File: config.mk
export PLATFORM = sky130hd
export DESIGN_NAME = adder_arbiter
export DESIGN_NICKNAME = d
export VERILOG_FILES = /design/src/rtl/adder_arbiter_pkg.sv /design/src/rtl/adder_arbiter_adder.sv /design/src/rtl/adder_arbiter.sv
export SDC_FILE = /design/constraint.sdc
export NUM_CORES = 1
export LEC_CHECK = 0
export CAP_MARGIN = 20
export CORE_UTILIZATION = 36
export DETAILED_ROUTE_END_ITERATION = 10
export GPL_TIMING_DRIVEN = 1
export HOLD_SLACK_MARGIN = 0.08
export PLACE_DENSITY = 0.79
export SLEW_MARGIN = 0
export SYNTH_ARGS = -nofsm -noshare
export SYNTH_HDL_FRONTEND = slang
export SYNTH_SLANG_ARGS = --single-unit
File: constraint.sdc
create_clock -name clk -period 4.9 [get_ports clk]
set_input_delay 0.98 -clock clk [delete_from_list [all_inputs] [get_ports clk]]
set_output_delay 0.98 -clock clk [all_outputs]
set_load 0.01 [all_outputs]
File: src/rtl/adder_arbiter_pkg.sv
// Shared types and the round-robin pick used by the adder arbiter.
package adder_arbiter_pkg;

    localparam int NUM_REQ_DEFAULT = 4;

    // Widest requester vector the pick function handles; NUM_REQ must stay below this.
    localparam int RR_MAX    = 32;
    localparam int RR_IDX_W  = 5;
    localparam int IDX_EXT_W = RR_IDX_W + 1;

    typedef enum logic {
        EMPTY = 1'b0,
        FULL  = 1'b1
    } rsp_state_e;

    // One-hot grant: first valid lane found scanning upward from ptr, wrapping at n.
    function automatic logic [RR_MAX-1:0] rr_pick(
        input logic [RR_MAX-1:0]    valid,
        input logic [RR_IDX_W-1:0]  ptr,
        input logic [IDX_EXT_W-1:0] n
    );
        logic [RR_MAX-1:0]    grant;
        logic                 found;
        logic [IDX_EXT_W-1:0] idx;
        grant = '0;
        found = 1'b0;
        for (int k = 0; k < RR_MAX; k++) begin
            idx = {1'b0, ptr} + IDX_EXT_W'(k);
            if (idx >= n) begin
                idx = idx - n;
            end
            if ((IDX_EXT_W'(k) < n) && !found && valid[idx[RR_IDX_W-1:0]]) begin
                grant[idx[RR_IDX_W-1:0]] = 1'b1;
                found = 1'b1;
            end
        end
        return grant;
    endfunction

endpackage

File: src/rtl/adder_arbiter_adder.sv
// Signed adder: sign-extend, add, arithmetic shift, wrap to the output width.
module adder #(
    parameter int A_WIDTH   = 16,
    parameter int B_WIDTH   = 16,
    parameter int OUT_WIDTH = ((A_WIDTH > B_WIDTH) ? A_WIDTH : B_WIDTH) + 1,
    parameter int OUT_SCALE = 0
) (
    input  logic signed [A_WIDTH-1:0]   a,
    input  logic signed [B_WIDTH-1:0]   b,
    output logic signed [OUT_WIDTH-1:0] sum
);

    localparam int SUM_W = A_WIDTH + B_WIDTH;

    // Scale down and keep the low bits; overflow wraps, no saturation.
    function automatic logic signed [OUT_WIDTH-1:0] scale_wrap(
        input logic signed [SUM_W-1:0] full
    );
        return OUT_WIDTH'(full >>> OUT_SCALE);
    endfunction

    logic signed [SUM_W-1:0] full_sum;

    assign full_sum = SUM_W'(a) + SUM_W'(b);
    assign sum      = scale_wrap(full_sum);

endmodule

File: src/rtl/adder_arbiter.sv
// Round-robin arbiter sharing one signed adder among NUM_REQ requesters,
// with a single skid-free output register that can drain and refill each cycle.
module adder_arbiter
    import adder_arbiter_pkg::*;
#(
    parameter int NUM_REQ   = NUM_REQ_DEFAULT,
    parameter int A_WIDTH   = 16,
    parameter int B_WIDTH   = 16,
    parameter int OUT_WIDTH = ((A_WIDTH > B_WIDTH) ? A_WIDTH : B_WIDTH) + 1,
    parameter int OUT_SCALE = 0,
    localparam int ID_WIDTH = $clog2(NUM_REQ)
) (
    input  logic                        clk,
    input  logic                        rst_n_in,
    input  logic [NUM_REQ-1:0]          req_valid,
    output logic [NUM_REQ-1:0]          req_ready,
    input  logic signed [A_WIDTH-1:0]   req_a [NUM_REQ],
    input  logic signed [B_WIDTH-1:0]   req_b [NUM_REQ],
    output logic                        rsp_valid,
    input  logic                        rsp_ready,
    output logic signed [OUT_WIDTH-1:0] rsp_sum,
    output logic [ID_WIDTH-1:0]         rsp_id
);

    rsp_state_e                 state;
    logic [ID_WIDTH-1:0]        rr_ptr;
    logic                       can_accept;
    logic [RR_MAX-1:0]          pick_p0;
    logic [NUM_REQ-1:0]         grant_p0;
    logic                       xfer_p0;
    logic [ID_WIDTH-1:0]        grant_id_p0;
    logic [ID_WIDTH-1:0]        next_ptr;
    logic signed [A_WIDTH-1:0]  a_sel_p0;
    logic signed [B_WIDTH-1:0]  b_sel_p0;
    logic signed [OUT_WIDTH-1:0] sum_p0;
    logic signed [OUT_WIDTH-1:0] sum_p1;
    logic [ID_WIDTH-1:0]        id_p1;
    logic                       vld_p1;

    // ---- stage p0: grant selection and operand mux ----
    assign can_accept = (state == EMPTY) || rsp_ready;
    assign pick_p0    = rr_pick(RR_MAX'(req_valid), RR_IDX_W'(rr_ptr), IDX_EXT_W'(NUM_REQ));

    // Lanes above NUM_REQ are never valid, so the upper pick bits are always zero;
    // gating on them leaves behaviour unchanged and keeps the whole pick consumed.
    assign grant_p0  = (rst_n_in && can_accept && !(|pick_p0[RR_MAX-1:NUM_REQ]))
                       ? pick_p0[NUM_REQ-1:0] : '0;
    assign req_ready = grant_p0;
    assign xfer_p0   = |grant_p0;

    // Encode the one-hot grant and steer the winning operands into the adder.
    always_comb begin
        grant_id_p0 = '0;
        a_sel_p0    = '0;
        b_sel_p0    = '0;
        for (int i = 0; i < NUM_REQ; i++) begin
            if (grant_p0[i]) begin
                grant_id_p0 = ID_WIDTH'(i);
                a_sel_p0    = req_a[i];
                b_sel_p0    = req_b[i];
            end
        end
    end

    assign next_ptr = (grant_id_p0 == ID_WIDTH'(NUM_REQ - 1)) ? '0 : grant_id_p0 + 1'b1;

    adder #(
        .A_WIDTH   (A_WIDTH),
        .B_WIDTH   (B_WIDTH),
        .OUT_WIDTH (OUT_WIDTH),
        .OUT_SCALE (OUT_SCALE)
    ) u_adder (
        .a   (a_sel_p0),
        .b   (b_sel_p0),
        .sum (sum_p0)
    );

    // ---- stage p1: result register ----
    // Output FSM: a transfer loads the result (even while draining), a drain alone empties.
    always_ff @(posedge clk) begin
        if (!rst_n_in) begin
            state  <= EMPTY;
            sum_p1 <= '0;
            id_p1  <= '0;
            rr_ptr <= '0;
        end else if (xfer_p0) begin
            state  <= FULL;
            sum_p1 <= sum_p0;
            id_p1  <= grant_id_p0;
            rr_ptr <= next_ptr;
        end else if ((state == FULL) && rsp_ready) begin
            state  <= EMPTY;
        end
    end

    assign vld_p1    = (state == FULL);
    assign rsp_valid = vld_p1;
    assign rsp_sum   = sum_p1;
    assign rsp_id    = id_p1;

endmodule

==> impl_metrics.csv <==
group,metric,value,unit
yosys,yosys.area.top_type,"dfxtp_1",
yosys,yosys.area_share.adder,11.2,%
timing,worstMarginPinSlew,0.591,ns
route,drc,0,
cells_and_area,fillers,652,
power_and_ir_drop,internal_power,0.00204,W
clock_network,insertion_delay,0.27,ns
route,routedWlPerCell,16.1,um
timing,period_share,95.2,%
cells_and_area,fin_nets,754,
yosys,synth.most_common_cell,"nand2_1",
die,dieHeight,91.3,um
power_and_ir_drop,power_frac_comb,89.6,%
timing,post-route-min-period,4.67,ns
yosys,synth_top_family_by_area,"compound AO/OA/AOI/OAI gates",
grt,grt_pass1_wl,17300,um
power_and_ir_drop,ir_drop,0.000405,V
clock_network,cts_tree,"yes",
grt,grt_usage,25.5,%
yosys,synth_edf_count,0,
critical_path,start_kind,"flip-flop",
power_and_ir_drop,pwr-share-seq,7.1,%
yosys,synth_area,2870,um2
die,dieArea,8330,um2
worst_hold_path,hold_class,"reg -> reg",
yosys,yosysSeqAreaShare,15.4,%
die,rows,32,
power_and_ir_drop,pwr-share-clk,3.4,%
yosys,ys_ff_latch,22,
yosys,synth_top_cells_by_count,"nand2_1, a21oi_1, nor2_1, o31ai_1, o22ai_1",
critical_path,cp.required,5.04,ns
route,drt-total-wl,11200,um
yosys,synth_ff_type,"dfxtp_1",
yosys,yosys.area_share.simple,21.1,%
yosys,ys_top_cells_by_area,"dfxtp_1, ha_1, a21oi_1",
timing,fmax,214,MHz
critical_path,startpoint,"rr_ptr[1]",
timing,hold_viol_final,0,
critical_path,r2r-start,"rr_ptr[1]",
grt,overflow,0,
grt,grt_max_degree,31,
critical_path,cp-end-kind,"flip-flop",
yosys,ys_warn_count,0,
yosys,synth_compound_area_share,38.5,%
clock_network,path_clk_slew,0.08,ns
cells_and_area,drive_gt1_share,17.5,%
route,drtPass1Iterations,4,
die,core_region_area,7730,um2
route,vias,3903,
clock_network,root_buffer,"clkbuf_8",
die,start_util,37.1,%
yosys,synthMuxAreaShare,4.88,%
clock_network,cts_buffer_depth,2,
status,status,"complete, no violations",
route,drtIter0Drc,128,
critical_path,path_class,"reg -> reg",
placed_design,port_buffers,158,
yosys,synth_nets,553,
power_and_ir_drop,switching_share,47.9,%
yosys,synth_top_cell_area_share,15.4,%
power_and_ir_drop,p_leak,2.05,nW
cells_and_area,final_core_util,66.0,%
grt,antenna_found_initial,0,
critical_path,rrSetupSlack,0.23,ns
timing,slew_headroom,60.4,%
timing,fin_tns_setup,0,ns
placed_design,routabilityCongestion,0.966,
power_and_ir_drop,power.density,768,nW/um2
yosys,ys_types,55,
route,vias_per_cell,5.62,
timing,finalSetupViolations,0,
timing,whs,0.457,ns
route,ant_nets,0,
yosys,synth-xor-area-share,2.44,%
clock_network,htreeDepth,1,
power_and_ir_drop,switching_power,0.00188,W
yosys,synthArstFlopShare,0,%
critical_path,reg2reg_depth,18,
cells_and_area,syn_to_final_growth,77.7,%
clock_network,numCtsBuffers,3,
yosys,netlist_instances,393,
grt,grt_pass1_vias,3875,
critical_path,timing.rr.end,"rsp_sum[11]",
die,ios,159,
critical_path,cp.arrival,4.81,ns
critical_path,endpoint,"rsp_sum[11]",
die,fp.dieW,91.3,um
placed_design,dp_hpwl,9220,um
cells_and_area,diodes,0,
timing,clock_skew,0.0100,ns
timing,slew_violations,0,
flow_run,cap_violations,0,
clock_network,cts.sinks,22,
timing,rsz0062_at_grt,"false",
yosys,syn_avg_cell_area,7.30,um2
critical_path,worst-path-max-fanout,9,
-- logic make-up after synthesis --
logic type / count (synthesis)
xor+xnor: 8
flops: 22
simple gates: 128
buf+inv: 34
compound gates: 167
fa+ha+maj: 25
mux: 9
-- layer usage --
| metal | global-route usage (%) | wire length, um | share of wire, % |
|---|---|---|---|
| met4 | 9.92 | 385 | 3.4 |
| met5 | 0 | 0 | 0 |
| met2 | 49.2 | 5810 | 52 |
| met1 | 27.0 | 4390 | 39 |
| met3 | 4.86 | 629 | 5.6 |
-- metrics by stage --
step | total power, W | cell area [um2] | setup slack, ns | std cells
4_1_cts | 0.00384 | 5040 | 0.0515 | 694
3_5_place_dp | 0.00369 | 4990 | -0.409 | 690
2_1_floorplan | 0.00239 | 2910 | -0.0126 | 393
3_3_place_gp | 0.00358 | 4990 | -0.262 | 690
5_1_grt | 0.00422 | 5100 | 0.000175 | 695
6_report | 0.00392 | 5100 | 0.233 | 695
-- sequential cells by signal, summed over array words and instances, names as in the netlist --
signal,count
rr_ptr,2
rsp_id,2
rsp_sum,17
rsp_valid,1
-- layout make-up --
cell class | instances | area (um2) | share of cell area, %
inverters | 7 | 26.3 | 0.515
clock buffers | 4 | 55.1 | 1.08
flip-flops and latches | 22 | 440 | 8.64
repair buffers | 223 | 2100 | 41.3
multi-input cells | 337 | 2340 | 46.0
well taps | 102 | 128 | 2.50
-- how the worst min path moves through the flow --
stage / startpoint / end / slack [ns] / cells after the start
after floorplan: rsp_sum[0] / rsp_sum[0] / 0.48 / 2
after global placement: rsp_sum[4] / rsp_sum[4] / 0.44 / 2
after detailed placement: rsp_sum[11] / rsp_sum[11] / 0.45 / 2
after CTS: rsp_sum[8] / rsp_sum[8] / 0.46 / 2
after global routing: rsp_sum[6] / rsp_sum[6] / 0.48 / 2
final: rsp_sum[8] / rsp_sum[8] / 0.46 / 2
-- placed cells by master, fill, tap and decap left out, types with 7 or more instances in the layout --
cell             Yosys  final
nand2b_1             8      7
a21oi_1             52     50
nand3_1              8      8
ha_1                24     23
o21ai_0             12     11
nand2_1             61     61
nor2_1              27     27
o31ai_1             27     24
o22ai_1             26     25
clkdlybuf4s50_1      0    154
buf_4                4     60
dfxtp_1             22     22
-- critical path, cell delays in order, from the launching register on --
cell	delay, ns
dfxtp_1	0.34
inv_1	0.13
ha_1	0.36
mux4_2	0.59
and2_4	0.18
o311a_4	0.33
o31a_1	0.15
buf_4	0.19
a32oi_1	0.19
nor2_1	0.06
a221o_1	0.30
ha_1	0.36
o211ai_1	0.22
o211ai_1	0.17
a41o_1	0.30
a21o_1	0.18
a211o_1	0.28
nand3_1	0.13
a21oi_1	0.08
-- power groups by stage --
stage | Sequential (W) | Clock [W] | Combinational (W)
3_5_place_dp | 0.000279 | 0 | 0.00341
5_1_grt | 0.000281 | 0.000140 | 0.00380
2_1_floorplan | 0.000302 | 0 | 0.00209
6_report | 0.000276 | 0.000132 | 0.00351
4_1_cts | 0.000275 | 0.000133 | 0.00343
3_3_place_gp | 0.000278 | 0 | 0.00330
-- repair_timing --
item,CTS,global route
gates resized for setup,4,20
buffers inserted,0,1
setup endpoints to repair,7,7
pin swaps,1,9
hold buffers,0,0
Power figures use the tool's default switching activity.
==> variant 1, RTL diff (same flow settings) <==
Reset style: asynchronous (`rst_n_in`), changed in one clocked block.
--- a/src/rtl/adder_arbiter.sv
+++ b/src/rtl/adder_arbiter.sv
@@ -77,7 +77,7 @@
 
     // ---- stage p1: result register ----
     // Output FSM: a transfer loads the result (even while draining), a drain alone empties.
-    always_ff @(posedge clk) begin
+    always_ff @(posedge clk or negedge rst_n_in) begin
         if (!rst_n_in) begin
             state  <= EMPTY;
             sum_p1 <= '0;
Formal check against the unedited RTL: differs if rst_n_in is asserted again (counterexample within 4 cycles, from zero or initial values and one cycle with rst_n_in low); with rst_n_in held inactive, the same outputs for 10 cycles.
==> variant 1 against the unedited design <==
Sequential cell count unchanged; die area up 12%; synthesized cell count down 12%; power up 19%; final area up 13%; first-iteration DRC count up 23%; count of clock-buffer cells in the layout down 1; worst setup slack worse by 0.11 ns; routed wire length up 12%; area after synthesis up 12%; highest routed layer unchanged.
==> variant 1: results (changes against the unedited design) <==
| Metric | Value |
|---|---|
| First-pass GRT wire length | `18300 um (+5.7%)` |
| Gpl congestion | `0.879 (-9.0%)` |
| Number of DRC markers in iteration 0 | `157 (+23%)` |
| Routed vias | `3896 (-0.18%)` |
| Number of port buffers | `158 (unchanged)` |
| CP arrival | `4.93 ns (+0.12 ns)` |
| All-Layer GR Usage | `0.256 (+0.00128)` |
| DR pass1 iterations | `5 (+1)` |
| CP max FO | `6 (-3)` |
| CP Class | `in -> reg` |
| Worst Max-Slew Pin Slew | `0.490 ns (-0.100 ns)` |
| Final WL | `12500 um (+12%)` |
| Post-DP HPWL | `10200 um (+10%)` |
| Root Driver | `clkbuf_8` |
| Largest net degree at the start of global routing | `22 (-29%)` |
| Worst path max stage delay | `0.54 ns (-0.05 ns)` |
| Syn nets | `505 (-8.7%)` |
| Status | `finished clean` |
| Ys async rst share | `1.00 (+1.00)` |
| Most frequent cells after synthesis | `a21oi_1 (37), nand2_1 (32), ha_1 (24)` |
| Worst reg2reg path startpoint | `rr_ptr[0]` |
| Initial antenna violation count | `0 (unchanged)` |
| Max Used Layer | `met4` |
| GR Layer Usage met3 | `0.0211 (-0.0274)` |
| Average size of a mapped cell | `9.31 um^2 (+27%)` |
| Vias per std cell | `5.57 (-0.75%)` |
| Placed instance count | `680 (-1.4%)` |
| Fin nets | `753 (-0.13%)` |
| Reg2Reg Setup Slack | `0.17 ns (-0.06 ns)` |
| Wire length on met2 | `6430 um (+11%)` |
| Vias in the first global route | `3792 (-2.1%)` |
| Share of post-route cells with drive strength above 1 | `0.325 (+0.149)` |
| Clock skew | `0.00611 ns (-0.00392 ns)` |
| Yosys top cell by area | `dfrtp_1` |
| Met1 usage | `0.319 (+0.0492)` |
| Leak | `2.44 nW (+19%)` |
| Startpoint of the worst hold path | `rsp_sum[0]` |
| Reg clk slew, reported paths | `0.08 ns (about the same)` |
| Wl on met1 | `4970 um (+13%)` |
| Setup crit start | `req_valid[3]` |
| Distinct cells, synth | `68 (+24%)` |
| Met2 usage | `0.467 (-0.0255)` |
| Maximum vdd drop | `366 uV (-9.7%)` |
| Synth top area cells | `dfrtp_1 (17%), ha_1 (9.4%), o221ai_2 (8.9%)` |
| CTS H-tree depth | `1 (unchanged)` |
| Hold Path Class | `reg -> reg` |
| DR WL met3 | `763 um (+21%)` |
| Register area share after synthesis | `0.171 (+0.0180)` |
| Clk Latency, worst-skew pair | `0.26 ns` |
| DRC viols | `0 (unchanged)` |
| Slowest-stage cell, CP | `mux4_2` |
[variant 1: cell types whose count changed in the layout (fill, tap and decap cells not counted), sizes merged, moves of 25 or more]
cell	before	now
buf	65	105
nand2	61	33
o221ai	1	26
o22ai	26	1
o31ai	27	1
[variant 1: final timing paths]
check	to	depth (start not counted)
max in group asynchronous	rsp_sum[5]	2
max reg2reg	rsp_sum[12]	20
max	rsp_sum[12]	21
min in group asynchronous	rsp_id[1]	1
min reg2reg	rsp_sum[0]	1
min	rsp_sum[0]	1
[variant 1: what timing repair did]
item	in CTS	in global routing
cloned	1	0
pin swaps	2	12
setup buffers	3	12
gates resized for setup	10	29
hold buffers	0	0
endpoints found under the setup margin	9	5
[variant 1: kinds of logic (layout without fill, tap and decap cells)]
logic type	Yosys count	in the layout	synth area share
AOI/OAI and AO/OA	151	151	0.382
xor gates and xnor gates	11	11	0.0300
adders and majority gates	25	25	0.0998
buffers and inverters	29	274	0.0776
DFF	22	22	0.171
muxes	18	18	0.0908
and+or+nand+nor	89	90	0.149
[variant 1: report_power, final]
part           internal [mW]  leakage, nW  switching, mW
Combinational           2.25         2.15           1.97
Sequential             0.280        0.270         0.0536
Clock                 0.0547       0.0216         0.0532
[variant 1: final cells by class]
type	instances	area (um^2)
clock buffer	3	41.3
sequential	22	551
fill	684	2910
tap	108	135
timing repair buffer	263	2440
multi-input combinational	295	2560
inverter	8	38.8
[variant 1: through the flow]
step	hold slack (ns)	worst slack, ns	cell area (um^2)
3_5_place_dp	0.495	-0.541	5490
5_1_grt	0.533	-0.0378	5770
2_1_floorplan	0.521	0.00324	3240
3_3_place_gp	0.474	-0.454	5490
4_1_cts	0.517	0.00377	5590
6_report	0.514	0.119	5770
==> variant 2, RTL diff (config.mk and constraints unchanged) <==
Without the edit above. `B_WIDTH` is set to 16 in 2 places; all go to 32.
--- a/src/rtl/adder_arbiter_adder.sv
+++ b/src/rtl/adder_arbiter_adder.sv
@@ -1,7 +1,7 @@
 // Signed adder: sign-extend, add, arithmetic shift, wrap to the output width.
 module adder #(
     parameter int A_WIDTH   = 16,
-    parameter int B_WIDTH   = 16,
+    parameter int B_WIDTH   = 32,
     parameter int OUT_WIDTH = ((A_WIDTH > B_WIDTH) ? A_WIDTH : B_WIDTH) + 1,
     parameter int OUT_SCALE = 0
 ) (
--- a/src/rtl/adder_arbiter.sv
+++ b/src/rtl/adder_arbiter.sv
@@ -5,7 +5,7 @@
 #(
     parameter int NUM_REQ   = NUM_REQ_DEFAULT,
     parameter int A_WIDTH   = 16,
-    parameter int B_WIDTH   = 16,
+    parameter int B_WIDTH   = 32,
     parameter int OUT_WIDTH = ((A_WIDTH > B_WIDTH) ? A_WIDTH : B_WIDTH) + 1,
     parameter int OUT_SCALE = 0,
     localparam int ID_WIDTH = $clog2(NUM_REQ)
Ports: changed (resized req_b and rsp_sum); port bits go from 159 to 239. No check against the original RTL was run, so the function may have changed too.
==> variant 2 against the unedited design <==
The run now ends with setup timing left; first-iteration DRC count grew to 7.0 times the old value; die area increased by 65%; sequential cell count rose by 16; count of clock-buffer cells in the layout rose by 1; final area increased by 100%; worst setup slack lost 0.63 ns; power increased to 2.6 times the old value; routed wire length rose to 2.5 times the old value; fmax shrank 12%; area after synthesis is 66% higher; critical endpoint is now rsp_sum[22].
==> variant 2: results (changes against the unedited design) <==
| Metric | Value |
|---|---|
| Syn Inst Count | `651 (+66%)` |
| Vias per std cell | `6.23 (+11%)` |
| CP max FO | `6 (-3)` |
| Status | `complete, but fails checks` |
| Worst rel slew slack | `0.559 (-0.0445)` |
| Initial Util | `0.374 (+0.00251)` |
| Place WS | `-0.834 ns (-0.426 ns)` |
| Wirelength per Cell | `22.8 um (+41%)` |
| Share of post-route cells with drive strength above 1 | `0.355 (+0.180)` |
| CTS H-tree depth | `2 (+1)` |
| Compound-Gate Fraction of Synth Area | `0.414 (+0.0284)` |
| Fin nets | `1308 (+73%)` |
| Cts bufs inserted | `5 (+2)` |
| Gpl congestion | `0.913 (-5.5%)` |
| First-pass GRT wire length | `34900 um (+100%)` |
| Syn nets | `891 (+61%)` |
| Power per cell area | `994 nW/um^2 (+29%)` |
| Multiplexer area fraction after synthesis | `0.0309 (-0.0179)` |
| Number of port buffers | `238 (+51%)` |
| Xor and xnor area share after synthesis | `0.0404 (+0.0159)` |
| Final setup vio count | `27 (+27)` |
| Worst setup margin | `-0.401 ns (-0.634 ns)` |
| Number of DRC markers in iteration 0 | `895 (+600%)` |
| Worst path max stage delay | `0.54 ns (-0.05 ns)` |
| Adder-cell share of the synthesized area | `0.109 (-0.00263)` |
| Post-DP HPWL | `16300 um (+77%)` |
| Comb power | `9.34 mW (+170%)` |
| Register area share after synthesis | `0.159 (+0.00582)` |
| All-Layer GR Usage | `0.332 (+0.0764)` |
| Vias in the first global route | `6751 (+74%)` |
| Synth top area cells | `dfxtp_1 (16%), ha_1 (10%), a211o_1 (7.9%)` |
| Leak | `4.45 nW (+120%)` |
| Clock skew | `0.0101 ns (+0.000102 ns)` |
| Fill cells | `704 (+8.0%)` |
| DR pass1 iterations | `6 (+2)` |
| Maximum vdd drop | `441 uV (+8.9%)` |
| Root Driver | `clkbuf_16` |
| Total negative slack | `-4.45 ns (-4.45 ns)` |
| Clk Latency, worst-skew pair | `0.29 ns (+0.02 ns)` |
| Violated checks | `setup timing` |
| P_clk | `0.447 mW (+240%)` |
| Most frequent cells after synthesis | `nand2_1 (99), o21ai_0 (68), a21oi_1 (49), a211o_1 (43), o221ai_1 (43)` |
-- variant 2: changes by cell type in the layout (fill, tap and decap cells not counted), sizes merged, moves of 11 or more --
cell           unedited run  this run
nand3                     8        20
a211o                     2        43
o22ai                    26         0
a21o                      6        17
o31ai                    27         0
dfxtp                    22        38
buf                      65       225
o21ai                    15        74
ha                       24        40
clkdlybuf4s50           154       234
nand2                    61        99
o221ai                    1        43
a22oi                     0        14
-- variant 2: final cells by class --
| type | count | share of cell area |
|---|---|---|
| flip-flops and latches | 38 | 0.0739 |
| clock inverters | 3 | 0.00666 |
| clock buffers | 5 | 0.0121 |
| repair buffers | 461 | 0.432 |
| inverters | 9 | 0.00351 |
| well taps | 172 | 0.0208 |
| multi-input cells | 553 | 0.451 |
-- variant 2: stage by stage --
| stage | cell area, um^2 | util |
|---|---|---|
| after floorplan | 4930 | - |
| after global placement | 8490 | 0.665 |
| after detailed placement | 8490 | 0.665 |
| after CTS | 9370 | 0.734 |
| after global routing | 10300 | 0.809 |
| final | 10300 | 0.809 |
-- variant 2: worst paths after layout --
path | startpoint | to | slack (ns) | depth (start not counted)
setup / recovery | rr_ptr[1] | rsp_sum[22] | -0.40 | 25
hold reg to reg | rsp_sum[19] | rsp_sum[19] | 0.46 | 2
setup reg to reg | rr_ptr[1] | rsp_sum[22] | -0.40 | 25
hold / removal | rsp_sum[19] | rsp_sum[19] | 0.46 | 2
-- variant 2: per-layer routing --
layer / track usage / vias to the layer above / routed length, um
met2: 0.602 / 592 / 13900
li1: - / 3345 / -
met3: 0.0458 / 184 / 2530
met1: 0.396 / 3607 / 9850
met4: 0.120 / 0 / 2050
met5: 0 / - / 0
-- variant 2: what timing repair did --
action	CTS	global route
gates cloned	4	2
setup endpoints to repair	27	26
pin swaps	66	127
buffers inserted	31	41
resized for setup	116	143
